**config.mk**
```make
export PLATFORM = sky130hd
export DESIGN_NAME = sfr_ir_lcd_fifo
export DESIGN_NICKNAME = d
export VERILOG_FILES = /design/src/rtl/sfr_ir_lcd_fifo_pkg.sv /design/src/rtl/sfr_ir_lcd_fifo_fifo.sv /design/src/rtl/sfr_ir_lcd_fifo.sv
export SDC_FILE = /design/constraint.sdc
export NUM_CORES = 1
export LEC_CHECK = 0
export CAP_MARGIN = 20
export CORE_MARGIN = 3
export CORE_UTILIZATION = 40
export DETAILED_ROUTE_END_ITERATION = 8
export DONT_BUFFER_PORTS = 1
export PLACE_DENSITY = 0.59
export SKIP_CTS_REPAIR_TIMING = 1
export SLEW_MARGIN = 25
export SYNTH_ARGS = -nofsm -noshare
export SYNTH_HDL_FRONTEND = slang
export SYNTH_SLANG_ARGS = --single-unit
```
**constraint.sdc**
```tcl
create_clock -name clk -period 2.2 [get_ports clk]
set_input_delay 0.66 -clock clk [delete_from_list [all_inputs] [get_ports clk]]
set_output_delay 0.66 -clock clk [all_outputs]
set_load 0.01 [all_outputs]
```
**src/rtl/sfr_ir_lcd_fifo_pkg.sv**
```systemverilog
// Shared definitions for the IR-capture / character-LCD SFR peripheral:
// register offsets from SFR_BASE, STATUS and CTRL bit positions, and the
// LCD write sequencer state encoding.
package sfr_ir_lcd_fifo_pkg;

   localparam logic [7:0] CTRL_OFS      = 8'h01;
   localparam logic [7:0] LCD_WDATA_OFS = 8'h03;
   localparam logic [7:0] STATUS_OFS    = 8'h0B;
   localparam logic [7:0] BYTE_SEL_OFS  = 8'h0C;
   localparam logic [7:0] IR_DATA_OFS   = 8'h0D;
   localparam logic [7:0] POP_OFS       = 8'h0E;

   localparam int unsigned ST_LCD_BUSY  = 0;
   localparam int unsigned ST_FIFO_NE   = 1;
   localparam int unsigned ST_FIFO_FULL = 2;
   localparam int unsigned ST_IR_OVF    = 3;
   localparam int unsigned ST_LCD_OVR   = 4;

   localparam int unsigned CTRL_RS_CLR  = 0;
   localparam int unsigned CTRL_RS_SET  = 1;
   localparam int unsigned CTRL_LCD_ON  = 4;
   localparam int unsigned CTRL_BLON    = 5;
   localparam int unsigned CTRL_IRQ_EN  = 6;
   localparam int unsigned CTRL_FLUSH   = 7;

   typedef enum logic [1:0] {
      LCD_IDLE  = 2'd0,
      LCD_SETUP = 2'd1,
      LCD_PULSE = 2'd2,
      LCD_HOLD  = 2'd3
   } lcd_state_t;

endpackage

```
**src/rtl/sfr_ir_lcd_fifo_fifo.sv**
```systemverilog
// ir_code_fifo: circular buffer of decoded IR codes.
//   clk/reset : falling-edge clock, async active-low reset
//   push/pop  : request strobes; push while full is refused, pop while empty ignored
//   flush     : empties the buffer, overrides push and pop
//   din/dout  : write data / combinational head entry
//   full/empty/count : occupancy (count is one bit wider than the pointers)
module ir_code_fifo #(
   parameter int unsigned WIDTH = 32,
   parameter int unsigned DEPTH = 4
) (
   input  logic                     clk,
   input  logic                     reset,
   input  logic                     push,
   input  logic                     pop,
   input  logic                     flush,
   input  logic [WIDTH-1:0]         din,
   output logic [WIDTH-1:0]         dout,
   output logic                     full,
   output logic                     empty,
   output logic [$clog2(DEPTH):0]   count
);

   localparam int unsigned PW = $clog2(DEPTH);

   logic [WIDTH-1:0] mem [DEPTH];
   logic [PW-1:0]    wr_ptr;
   logic [PW-1:0]    rd_ptr;
   logic             do_push;
   logic             do_pop;

   assign empty   = (count == '0);
   assign full    = (count == (PW+1)'(DEPTH));
   assign do_pop  = pop && !empty;
   // A pop on the same edge frees the slot, so a push at full still lands.
   assign do_push = push && (!full || do_pop);
   assign dout    = mem[rd_ptr];

   always_ff @(negedge clk or negedge reset) begin
      if (!reset) begin
         wr_ptr <= '0;
         rd_ptr <= '0;
         count  <= '0;
      end else if (flush) begin
         wr_ptr <= '0;
         rd_ptr <= '0;
         count  <= '0;
      end else begin
         if (do_push) wr_ptr <= wr_ptr + 1'b1;
         if (do_pop)  rd_ptr <= rd_ptr + 1'b1;
         case ({do_push, do_pop})
            2'b10:   count <= count + 1'b1;
            2'b01:   count <= count - 1'b1;
            default: count <= count;
         endcase
      end
   end

   always_ff @(negedge clk) begin
      if (do_push && !flush) mem[wr_ptr] <= din;
   end

endmodule

```
**src/rtl/sfr_ir_lcd_fifo.sv**
```systemverilog
// 8051 SFR peripheral: buffered IR code capture plus HD44780-style LCD port.
//   clk, reset        : falling-edge clock, async active-low reset
//   addr, D_IN, D_OUT : SFR address, write data, registered read data
//   sfr_wr, sfr_rd    : one-cycle SFR strobes
//   ir_valid, ir_code : decoded IR code input (byte 0 in bits [7:0])
//   irq               : level interrupt, registered
//   LCD_*             : LCD pins (LCD_RW tied low, write-only)
module sfr_ir_lcd_fifo
   import sfr_ir_lcd_fifo_pkg::*;
#(
   parameter logic [7:0]  SFR_BASE         = 8'hD0,
   parameter int unsigned IR_BYTES         = 4,
   parameter int unsigned FIFO_DEPTH       = 4,
   parameter int unsigned LCD_SETUP_CYCLES = 2,
   parameter int unsigned LCD_EN_CYCLES    = 32
) (
   input  logic                  clk,
   input  logic                  reset,
   input  logic [7:0]            addr,
   input  logic [7:0]            D_IN,
   output logic [7:0]            D_OUT,
   input  logic                  sfr_wr,
   input  logic                  sfr_rd,
   input  logic                  ir_valid,
   input  logic [8*IR_BYTES-1:0] ir_code,
   output logic                  irq,
   output logic                  LCD_BLON,
   output logic [7:0]            LCD_DATA,
   output logic                  LCD_EN,
   output logic                  LCD_ON,
   output logic                  LCD_RS,
   output logic                  LCD_RW
);

   localparam logic [7:0]  A_CTRL   = SFR_BASE + CTRL_OFS;
   localparam logic [7:0]  A_WDATA  = SFR_BASE + LCD_WDATA_OFS;
   localparam logic [7:0]  A_STATUS = SFR_BASE + STATUS_OFS;
   localparam logic [7:0]  A_BSEL   = SFR_BASE + BYTE_SEL_OFS;
   localparam logic [7:0]  A_IRDATA = SFR_BASE + IR_DATA_OFS;
   localparam logic [7:0]  A_POP    = SFR_BASE + POP_OFS;
   localparam int unsigned CNT_MAX  = (LCD_SETUP_CYCLES > LCD_EN_CYCLES) ? LCD_SETUP_CYCLES : LCD_EN_CYCLES;
   localparam int unsigned CW       = $clog2(CNT_MAX + 1);

   lcd_state_t                  state, state_n;
   logic [CW-1:0]               cnt, cnt_n;
   logic                        start;
   logic                        irq_en, rs_tgt, rs_tgt_n;
   logic [2:0]                  byte_sel;
   logic                        ir_ovf, lcd_ovr;
   logic                        wr_ctrl, wr_wdata, wr_bsel, wr_pop, rd_status, flush;
   logic                        ovf_set, ovr_set, busy;
   logic                        fifo_full, fifo_empty;
   logic [$clog2(FIFO_DEPTH):0] fifo_count;
   logic [8*IR_BYTES-1:0]       fifo_head;
   logic [7:0]                  status, ir_byte, rd_val;
   logic                        rd_hit;

   assign LCD_RW    = 1'b0;
   assign wr_ctrl   = sfr_wr && (addr == A_CTRL);
   assign wr_wdata  = sfr_wr && (addr == A_WDATA);
   assign wr_bsel   = sfr_wr && (addr == A_BSEL);
   assign wr_pop    = sfr_wr && (addr == A_POP);
   assign rd_status = sfr_rd && (addr == A_STATUS);
   assign flush     = wr_ctrl && D_IN[CTRL_FLUSH];
   assign busy      = (state != LCD_IDLE);
   // Full implies non-empty, so a concurrent POP always makes room.
   assign ovf_set   = ir_valid && fifo_full && !wr_pop && !flush;
   assign ovr_set   = wr_wdata && busy;

   ir_code_fifo #(
      .WIDTH (8*IR_BYTES),
      .DEPTH (FIFO_DEPTH)
   ) u_fifo (
      .clk   (clk),
      .reset (reset),
      .push  (ir_valid),
      .pop   (wr_pop),
      .flush (flush),
      .din   (ir_code),
      .dout  (fifo_head),
      .full  (fifo_full),
      .empty (fifo_empty),
      .count (fifo_count)
   );

   always_comb begin
      status = '0;
      status[ST_LCD_BUSY]  = busy;
      status[ST_FIFO_NE]   = (fifo_count != '0);
      status[ST_FIFO_FULL] = fifo_full;
      status[ST_IR_OVF]    = ir_ovf;
      status[ST_LCD_OVR]   = lcd_ovr;
   end

   always_comb begin
      ir_byte = '0;
      if (!fifo_empty && ({29'd0, byte_sel} < IR_BYTES))
         ir_byte = fifo_head[{byte_sel, 3'b000} +: 8];
   end

   always_comb begin
      rd_hit = 1'b0;
      rd_val = '0;
      if (sfr_rd) begin
         rd_hit = 1'b1;
         case (addr)
            A_CTRL:   rd_val = {1'b0, irq_en, LCD_BLON, LCD_ON, 4'b0000};
            A_STATUS: rd_val = status;
            A_BSEL:   rd_val = {5'd0, byte_sel};
            A_IRDATA: rd_val = ir_byte;
            default:  rd_hit = 1'b0;
         endcase
      end
   end

   // RS request from CTRL: set has priority over clear, otherwise hold.
   always_comb begin
      rs_tgt_n = rs_tgt;
      if (wr_ctrl) begin
         if (D_IN[CTRL_RS_SET])      rs_tgt_n = 1'b1;
         else if (D_IN[CTRL_RS_CLR]) rs_tgt_n = 1'b0;
      end
   end

   always_comb begin
      state_n = state;
      cnt_n   = cnt;
      start   = 1'b0;
      case (state)
         LCD_IDLE: begin
            if (wr_wdata) begin
               state_n = LCD_SETUP;
               cnt_n   = CW'(LCD_SETUP_CYCLES - 1);
               start   = 1'b1;
            end
         end
         LCD_SETUP: begin
            if (cnt == '0) begin
               state_n = LCD_PULSE;
               cnt_n   = CW'(LCD_EN_CYCLES - 1);
            end else begin
               cnt_n = cnt - 1'b1;
            end
         end
         LCD_PULSE: begin
            if (cnt == '0) state_n = LCD_HOLD;
            else           cnt_n   = cnt - 1'b1;
         end
         LCD_HOLD: state_n = LCD_IDLE;
         default:  state_n = LCD_IDLE;
      endcase
   end

   always_ff @(negedge clk or negedge reset) begin
      if (!reset) begin
         state    <= LCD_IDLE;
         cnt      <= '0;
         LCD_EN   <= 1'b0;
         LCD_DATA <= '0;
         LCD_ON   <= 1'b0;
         LCD_BLON <= 1'b0;
         LCD_RS   <= 1'b0;
         irq_en   <= 1'b0;
         rs_tgt   <= 1'b0;
         byte_sel <= '0;
         ir_ovf   <= 1'b0;
         lcd_ovr  <= 1'b0;
         irq      <= 1'b0;
         D_OUT    <= '0;
      end else begin
         state  <= state_n;
         cnt    <= cnt_n;
         LCD_EN <= (state_n == LCD_PULSE);
         if (start) LCD_DATA <= D_IN;
         if (wr_ctrl) begin
            LCD_ON   <= D_IN[CTRL_LCD_ON];
            LCD_BLON <= D_IN[CTRL_BLON];
            irq_en   <= D_IN[CTRL_IRQ_EN];
         end
         // RS is only driven to the pin between transfers; a mid-transfer
         // request waits in rs_tgt.
         rs_tgt <= rs_tgt_n;
         if (state == LCD_IDLE) LCD_RS <= rs_tgt_n;
         if (wr_bsel) byte_sel <= D_IN[2:0];
         // Setting events win over the read-to-clear.
         ir_ovf  <= ovf_set | (ir_ovf & ~rd_status & ~flush);
         lcd_ovr <= ovr_set | (lcd_ovr & ~rd_status);
         irq     <= irq_en & ((fifo_count != '0) | ir_ovf);
         if (rd_hit) D_OUT <= rd_val;
      end
   end

endmodule

```
==> flow_summary.yaml, run 1 <==
run_status:
  status: "finished with violations"
  violations: "negative setup slack"
detailed_routing:
  vias_per_cell: 5.12
  drtIter0Drc: 261
  num_vias: 4491
  drt-met1-wl_um: 6600
  drc: 0
  finalWirelength_um: 15700
  routedWlPerCell_um: 17.9
  wl_met2_um: 7980
  dr.pass1.iters: 4
  highest_layer: "met4"
  wl_met3_um: 951
  ant_nets: 0
critical_path:
  path_class: "in2reg"
  reg2reg_slack_ns: 0.07
  critPathTopFamily: "simple AND/OR/NAND/NOR gates"
  cp_data_required_time_ns: 1.35
  path_cells: "nand4b_4 -> nor4_4 -> nand2_1 -> xnor2_2 -> ha_4 -> nand2_2 -> o21ai_0 -> o22a_1 -> a21oi_1"
  crit_arrival_ns: 2.06
  start_kind: "input pin"
  max_stage_delay_ns: 0.26
  slowest_stage: "nor4_4"
  worst_setup_path_end_kind: "register"
  critPathMaxFanout: 4
  crit_buf_inv: 0
sta:
  slew_headroom_pct: 50.6
  finalSetupViolCount: 191
  slew_violations: 0
  rsz0062_at_grt: "true"
  final-hold-violation-count: 0
  worst_slew_pin_slew_ns: 0.741
  clock_skew_ns: 0.0672
  post-route-worst-setup-slack_ns: -0.707
global_route:
  grt_max_degree: 44
  grt_overflow: 0
  grt_util_all_layers_pct: 16.3
  grt_antenna_before_repair: 0
  grt_pass1_wl_um: 24800
  grt_pass1_vias: 4997
power_and_ir_drop:
  switchingPower_mw: 3.33
  total_power_mw: 10.5
  irDropWorstVdd_mv: 0.846
  p_int_mw: 7.17
  p_per_area_nw_per_um2: 1100
  combPwrFrac_pct: 20.0
  p_leak_nw: 3.97
  clkPwrFrac_pct: 38.0
  power_frac_seq_pct: 42.0
  sw_frac_of_total_pct: 31.7
yosys:
  netlist_area_um2: 7220
  yosys_most_used_dff: "edfxtp_1"
  synth_cells: 444
  synth_cell_types: 52
  synth_fp_nets: 508
  syn_area_per_cell_um2: 16.3
  ys_ff_latch: 171
  synth-warning-count: 0
  synth-edff-count: 128
  async_flop_share_pct: 25.1
  ys_seq_area_share_pct: 68.1
final_layout:
  finalNetCount: 704
  drive_gt1_share_pct: 29.1
  fin_cells: 878
  final_util_pct: 54.7
  syn_to_final_growth_pct: 32.3
  num_antenna_cells: 0
cts:
  cts.htree.levels: 4
  clk_pin_slew_worst_paths_ns: 0.05
  cts_tree: "built"
  cts_buffers: 17
  cts_sinks: 171
  clock-root-buffer: "clkbuf_16"
  cts.path.max_buffers: 2
  clk-insertion-delay-late_ns: 0.47
flow_run:
  drv_cap: 0
hold_path:
  min_path_type: "reg2reg"
placement:
  hpwlAfterDp_um: 10500
  post-place-cells: 708
  port-buffer-count: 0
  place.gp.congestion: 0.871
die:
  ios: 75
  die_area_um2: 19700
  rows: 48
  die_h_um: 140
  core-area_um2: 17500
  start_util_pct: 41.3
  fp.dieW_um: 140
==> power groups by stage <==
| stage | sequential, mW | combinational (mW) | clock, mW |
|---|---|---|---|
| after floorplan | 4.35 | 1.21 | 0.348 |
| after detailed placement | 4.44 | 1.91 | 0.348 |
| final | 4.41 | 2.10 | 3.99 |
| after global placement | 4.40 | 1.85 | 0.348 |
| after global routing | 4.45 | 2.31 | 4.48 |
| after CTS | 4.40 | 1.92 | 4.12 |
==> synthesized netlist by cell type, types with 6 or more instances <==
| cell type | n | area share [%] |
|---|---|---|
| edfxtp_1 | 128 | 53 |
| dfrtn_1 | 43 | 15 |
| mux4_2 | 29 | 9.0 |
| nor2_1 | 23 | 1.2 |
| nand2_1 | 22 | 1.1 |
| mux2i_1 | 20 | 2.8 |
| o21ai_0 | 19 | 1.3 |
| mux2_2 | 18 | 2.8 |
| a21oi_1 | 16 | 1.1 |
| ha_1 | 11 | 1.9 |
| buf_2 | 9 | 0.62 |
| clkbuf_1 | 9 | 0.47 |
| inv_1 | 9 | 0.47 |
| nor2b_1 | 8 | 0.69 |
| nor3_1 | 8 | 0.55 |
| and2_1 | 6 | 0.52 |
==> layout by cell type, fill, tap and decap left out, types with 7 or more instances in the layout <==
cell	netlist	layout
inv_1	9	137
edfxtp_1	128	128
dfrtn_1	43	43
buf_4	2	37
mux4_2	29	29
nor2_1	23	20
clkbuf_16	0	20
mux2i_1	20	19
buf_6	0	18
nand2_1	22	17
o21ai_1	1	14
a21oi_1	16	13
mux2_2	18	13
buf_12	0	13
ha_1	11	10
nor2b_1	8	7
nor3_1	8	7
==> worst reg2reg max path, delay by kind of cell, from the launching register on <==
| family | cells | cell delay, ns |
|---|---|---|
| buf+inv | 2 | 0.52 |
| compound gates | 3 | 0.48 |
| flops | 1 | 0.63 |
| simple gates | 1 | 0.35 |
==> final cells by class <==
class / instances / area (um2)
Sequential cell: 171 / 4920
Clock buffer: 17 / 425
Inverter: 8 / 30.0
Tap cell: 225 / 282
Multi-Input combinational cell: 243 / 2400
Clock inverter: 143 / 678
Timing Repair Buffer: 71 / 816
Fill cell: 1427 / 7930
==> sequential cells by signal (all words and copies together) (netlist names), 2 cells and up <==
| register | count |
|---|---|
| state | 2 |
| cnt | 6 |
| u_fifo.mem | 128 |
| byte_sel | 3 |
| D_OUT | 8 |
| u_fifo.rd_ptr | 2 |
| LCD_DATA | 8 |
| u_fifo.count | 3 |
| u_fifo.wr_ptr | 2 |
==> metal layers <==
layer | vias up | global-route usage [%]
met3 | 20 | 7.72
li1 | 2134 | -
met4 | 0 | 8.06
met2 | 107 | 25.9
met1 | 2230 | 18.6
met5 | - | 0
==> through the flow <==
step,worst slack [ns],hold WS [ns],setup TNS [ns],cell area [um2]
final,-0.707,0.434,-104.54,9550
after global routing,-0.777,0.500,-115.71,9550
after CTS,-0.820,0.441,-96.50,9180
after detailed placement,-1.22,0.440,-165.65,8080
after global placement,-1.14,0.447,-164.59,8080
after floorplan,-1.16,0.414,-178.12,7320
==> final timing paths <==
check                           depth (start not counted)               to   startpoint
worst max-delay path                                    9  u_fifo.count[2]      addr[5]
worst min-delay path                                    2          lcd_ovr      lcd_ovr
worst max register to register                          6         D_OUT[0]  byte_sel[1]
worst min register to register                          2          lcd_ovr      lcd_ovr
max in group asynchronous                               0         D_OUT[6]        reset
min in group asynchronous                               0           cnt[5]        reset
==> kinds of logic after synthesis <==
group	count (synthesis)	synth area share, %
adders and majority gates	11	1.91
buffers and inverters	30	1.82
AOI/OAI and AO/OA	64	5.72
other	1	0.0519
and+or+nand+nor	94	7.00
DFF	171	68.1
xor gates and xnor gates	6	0.728
muxes	67	14.6
(Power assumes the default switching activity.)
==> inputs of run 2 (changes only) <==
- CORE_MARGIN: 3 -> unset
- PLACE_DENSITY: 0.59 -> 0.57
- SYNTH_HIERARCHICAL: unset -> 1
- clock period: 2.2 -> 3.77 ns (I/O delays scaled with it)
==> run 2 against run 1 <==
Net effect:
- count of clock-buffer cells in the layout is the same
- core utilization shrank 2.7 points
- register-to-register slack gained 1.2 ns
- die area shrank 3.4%
- total power shrank 41%
- the flow still finishes with violations (negative setup slack)
- synthesized area grew 2.4%
==> flow_summary.yaml, run 2 <==
power_and_ir_drop:
  sw_frac_of_total_pct: 31.9
  p_leak_nw: 3.90
  power_frac_seq_pct: 42.2
  irDropWorstVdd_mv: 0.582
  total_power_mw: 6.15
  p_int_mw: 4.19
  p_per_area_nw_per_um2: 657
  combPwrFrac_pct: 20.0
  switchingPower_mw: 1.96
  clkPwrFrac_pct: 37.8
die:
  fp.dieW_um: 138
  die_h_um: 138
  rows: 49
  core-area_um2: 18000
  ios: 75
  start_util_pct: 41.0
  die_area_um2: 19000
detailed_routing:
  vias_per_cell: 5.30
  routedWlPerCell_um: 19.5
  ant_nets: 0
  num_vias: 4401
  drc: 0
  drtIter0Drc: 190
  dr.pass1.iters: 4
  finalWirelength_um: 16200
cts:
  cts.path.max_buffers: 2
  cts_buffers: 17
  cts.htree.levels: 4
  clk-insertion-delay-late_ns: 0.47
  clk_pin_slew_worst_paths_ns: 0.05
  cts_tree: "built"
  clock-root-buffer: "clkbuf_16"
  cts_sinks: 171
yosys:
  ys_seq_area_share_pct: 66.6
  synth_top_area_share_pct: 52.0
  synth_cell_types: 66
  yosys.area.top_type: "edfxtp_1"
  synth-warning-count: 6
  yosys_most_used_dff: "edfxtp_1"
  yosysMostFrequentCell: "edfxtp_1"
  netlist_area_um2: 7390
  async_flop_share_pct: 25.1
  ys_ff_latch: 171
  syn_area_per_cell_um2: 17.7
  synth-edff-count: 128
  synth_common_cells: "128 x edfxtp_1, 43 x dfrtn_1, 40 x mux4_2, 18 x inv_1, 17 x mux2_2"
  synth_cells: 417
  netlist_top_cells_area: "edfxtp_1 52%, dfrtn_1 15%, mux4_2 12%"
  synth_fp_nets: 481
critical_path:
  crit_top_cell: "buf_4"
  crit_arrival_ns: 2.74
  cp_data_required_time_ns: 2.05
  start_kind: "input pin"
  worst_setup_path_end_kind: "register"
  max_stage_delay_ns: 0.31
  critPathTopFamily: "simple AND/OR/NAND/NOR gates"
  critPathMaxFanout: 7
  path_cells: "and4b_2 -> nand2_4 -> nor3_4 -> buf_6 -> buf_4 -> nor4b_4 -> nor3_2 -> buf_4 -> and2_4 -> clkbuf_16"
  path_class: "in2reg"
  slowest_stage: "and4b_2"
  crit_buf_inv: 4
placement:
  placed_area_um2: 8060
  port-buffer-count: 0
  place.gp.congestion: 0.798
  hpwlAfterDp_um: 10100
  post-place-cells: 664
global_route:
  grt_antenna_before_repair: 0
  grt_util_all_layers_pct: 17.8
  grt_pass1_wl_um: 24700
  grt_overflow: 0
  grt_pass1_vias: 4978
  grt_max_degree: 44
final_layout:
  syn_to_final_growth_pct: 26.6
  regMostFlops: "u_fifo/mem"
  fin_area_um2: 9360
  largest_registers: "u_fifo/mem x128, D_OUT x8, LCD_DATA x8"
  drive_gt1_share_pct: 28.9
  largest_reg_flops: 128
  finalNetCount: 653
  fin_cells: 831
  final_util_pct: 51.9
  num_antenna_cells: 0
  layout_commonest_cell: "inv_1"
  layout_common_cells: "146 x inv_1, 128 x edfxtp_1, 43 x dfrtn_1"
sta:
  post-route-worst-setup-slack_ns: -0.688
  clock_skew_ns: 0.0744
  final.setup.tns_ns: -91.25
  finalSetupViolCount: 186
  slew_violations: 0
  rsz0062_at_grt: "true"
  slew_headroom_pct: 48.1
  final-hold-violation-count: 0
  worst_slew_pin_slew_ns: 0.779
run_status:
  status: "finished with violations"
  violations: "negative setup slack"
hold_path:
  min_path_type: "reg2reg"
flow_run:
  drv_cap: 0
[run 2: cell count changes after synthesis, moves of 5 or more]
cell,change
buf_2,-5
mux2_1,+7
a21oi_1,-5
inv_1,+9
clkbuf_1,-5
buf_4,+6
buf_6,+5
mux2i_1,-19
nand2_1,-13
nor4_1,-5
mux4_2,+11
a221oi_1,-5
o21ai_0,-9
nor2_1,-12
[run 2: layout make-up]
class	instances	area, um2
clock buffers	17	425
well taps	229	287
multi-input cells	207	2400
flip-flops and latches	171	4920
clock inverters	143	678
fillers	1542	8660
inverters	17	63.8
repair buffers	47	588
[run 2: worst paths after layout]
| path | from | to | slack (ns) | cells after the start |
|---|---|---|---|---|
| max in group asynchronous | reset | u_fifo/rd_ptr[0] | 1.46 | 0 |
| min reg2reg | lcd_ovr | lcd_ovr | 0.43 | 2 |
| max reg2reg | u_fifo/rd_ptr[0] | D_OUT[3] | 1.29 | 5 |
| min | lcd_ovr | lcd_ovr | 0.43 | 2 |
| min in group asynchronous | reset | u_fifo/wr_ptr[1] | 2.19 | 0 |
| max | addr[5] | u_fifo/mem[3][30] | -0.69 | 10 |
[run 2: kinds of logic after synthesis]
logic type | share of synthesized area, %
adder cells (fa/ha/maj) | 1.96
other | 0.0507
AND/OR/NAND/NOR | 6.43
multiplexers | 16.0
XOR/XNOR | 0.474
AO/OA/AOI/OAI | 5.59
buffers and inverters | 2.96
flip-flops | 66.6
[run 2: per-stage QoR]
step / hold slack, ns / worst slack, ns
after floorplan: 0.409 / -1.14
after global placement: 0.427 / -1.10
after detailed placement: 0.433 / -1.14
after CTS: 0.433 / -0.721
after global routing: 0.483 / -0.753
final: 0.431 / -0.688
[run 2: worst reg2reg max path: stages, from the launching register on]
cell and delay [ns]:
dfrtn_1 0.43, buf_12 0.28, mux4_2 0.59, mux4_2 0.49
a32o_1 0.27, mux2_4 0.26
[run 2: routing by layer]
layer | track usage [%] | part of all wire (%) | routed length [um]
met5 | 0 | 0 | 0
met4 | 8.70 | 0.65 | 105
met3 | 8.55 | 7.8 | 1260
met2 | 28.7 | 51 | 8190
met1 | 19.6 | 41 | 6620
[run 2: power groups by stage]
stage | clock network [mW] | registers (mW) | logic [mW]
after CTS | 2.41 | 2.59 | 1.12
final | 2.33 | 2.59 | 1.23
after global placement | 0.203 | 2.59 | 1.09
after floorplan | 0.203 | 2.52 | 0.785
after global routing | 2.58 | 2.62 | 1.33
after detailed placement | 0.203 | 2.61 | 1.11
==> inputs of run 3 (changes only) <==
- RECOVER_POWER: unset -> 25
==> results of run 3 <==
No change in the layout: final DEF, timing and power equal those of run 2.
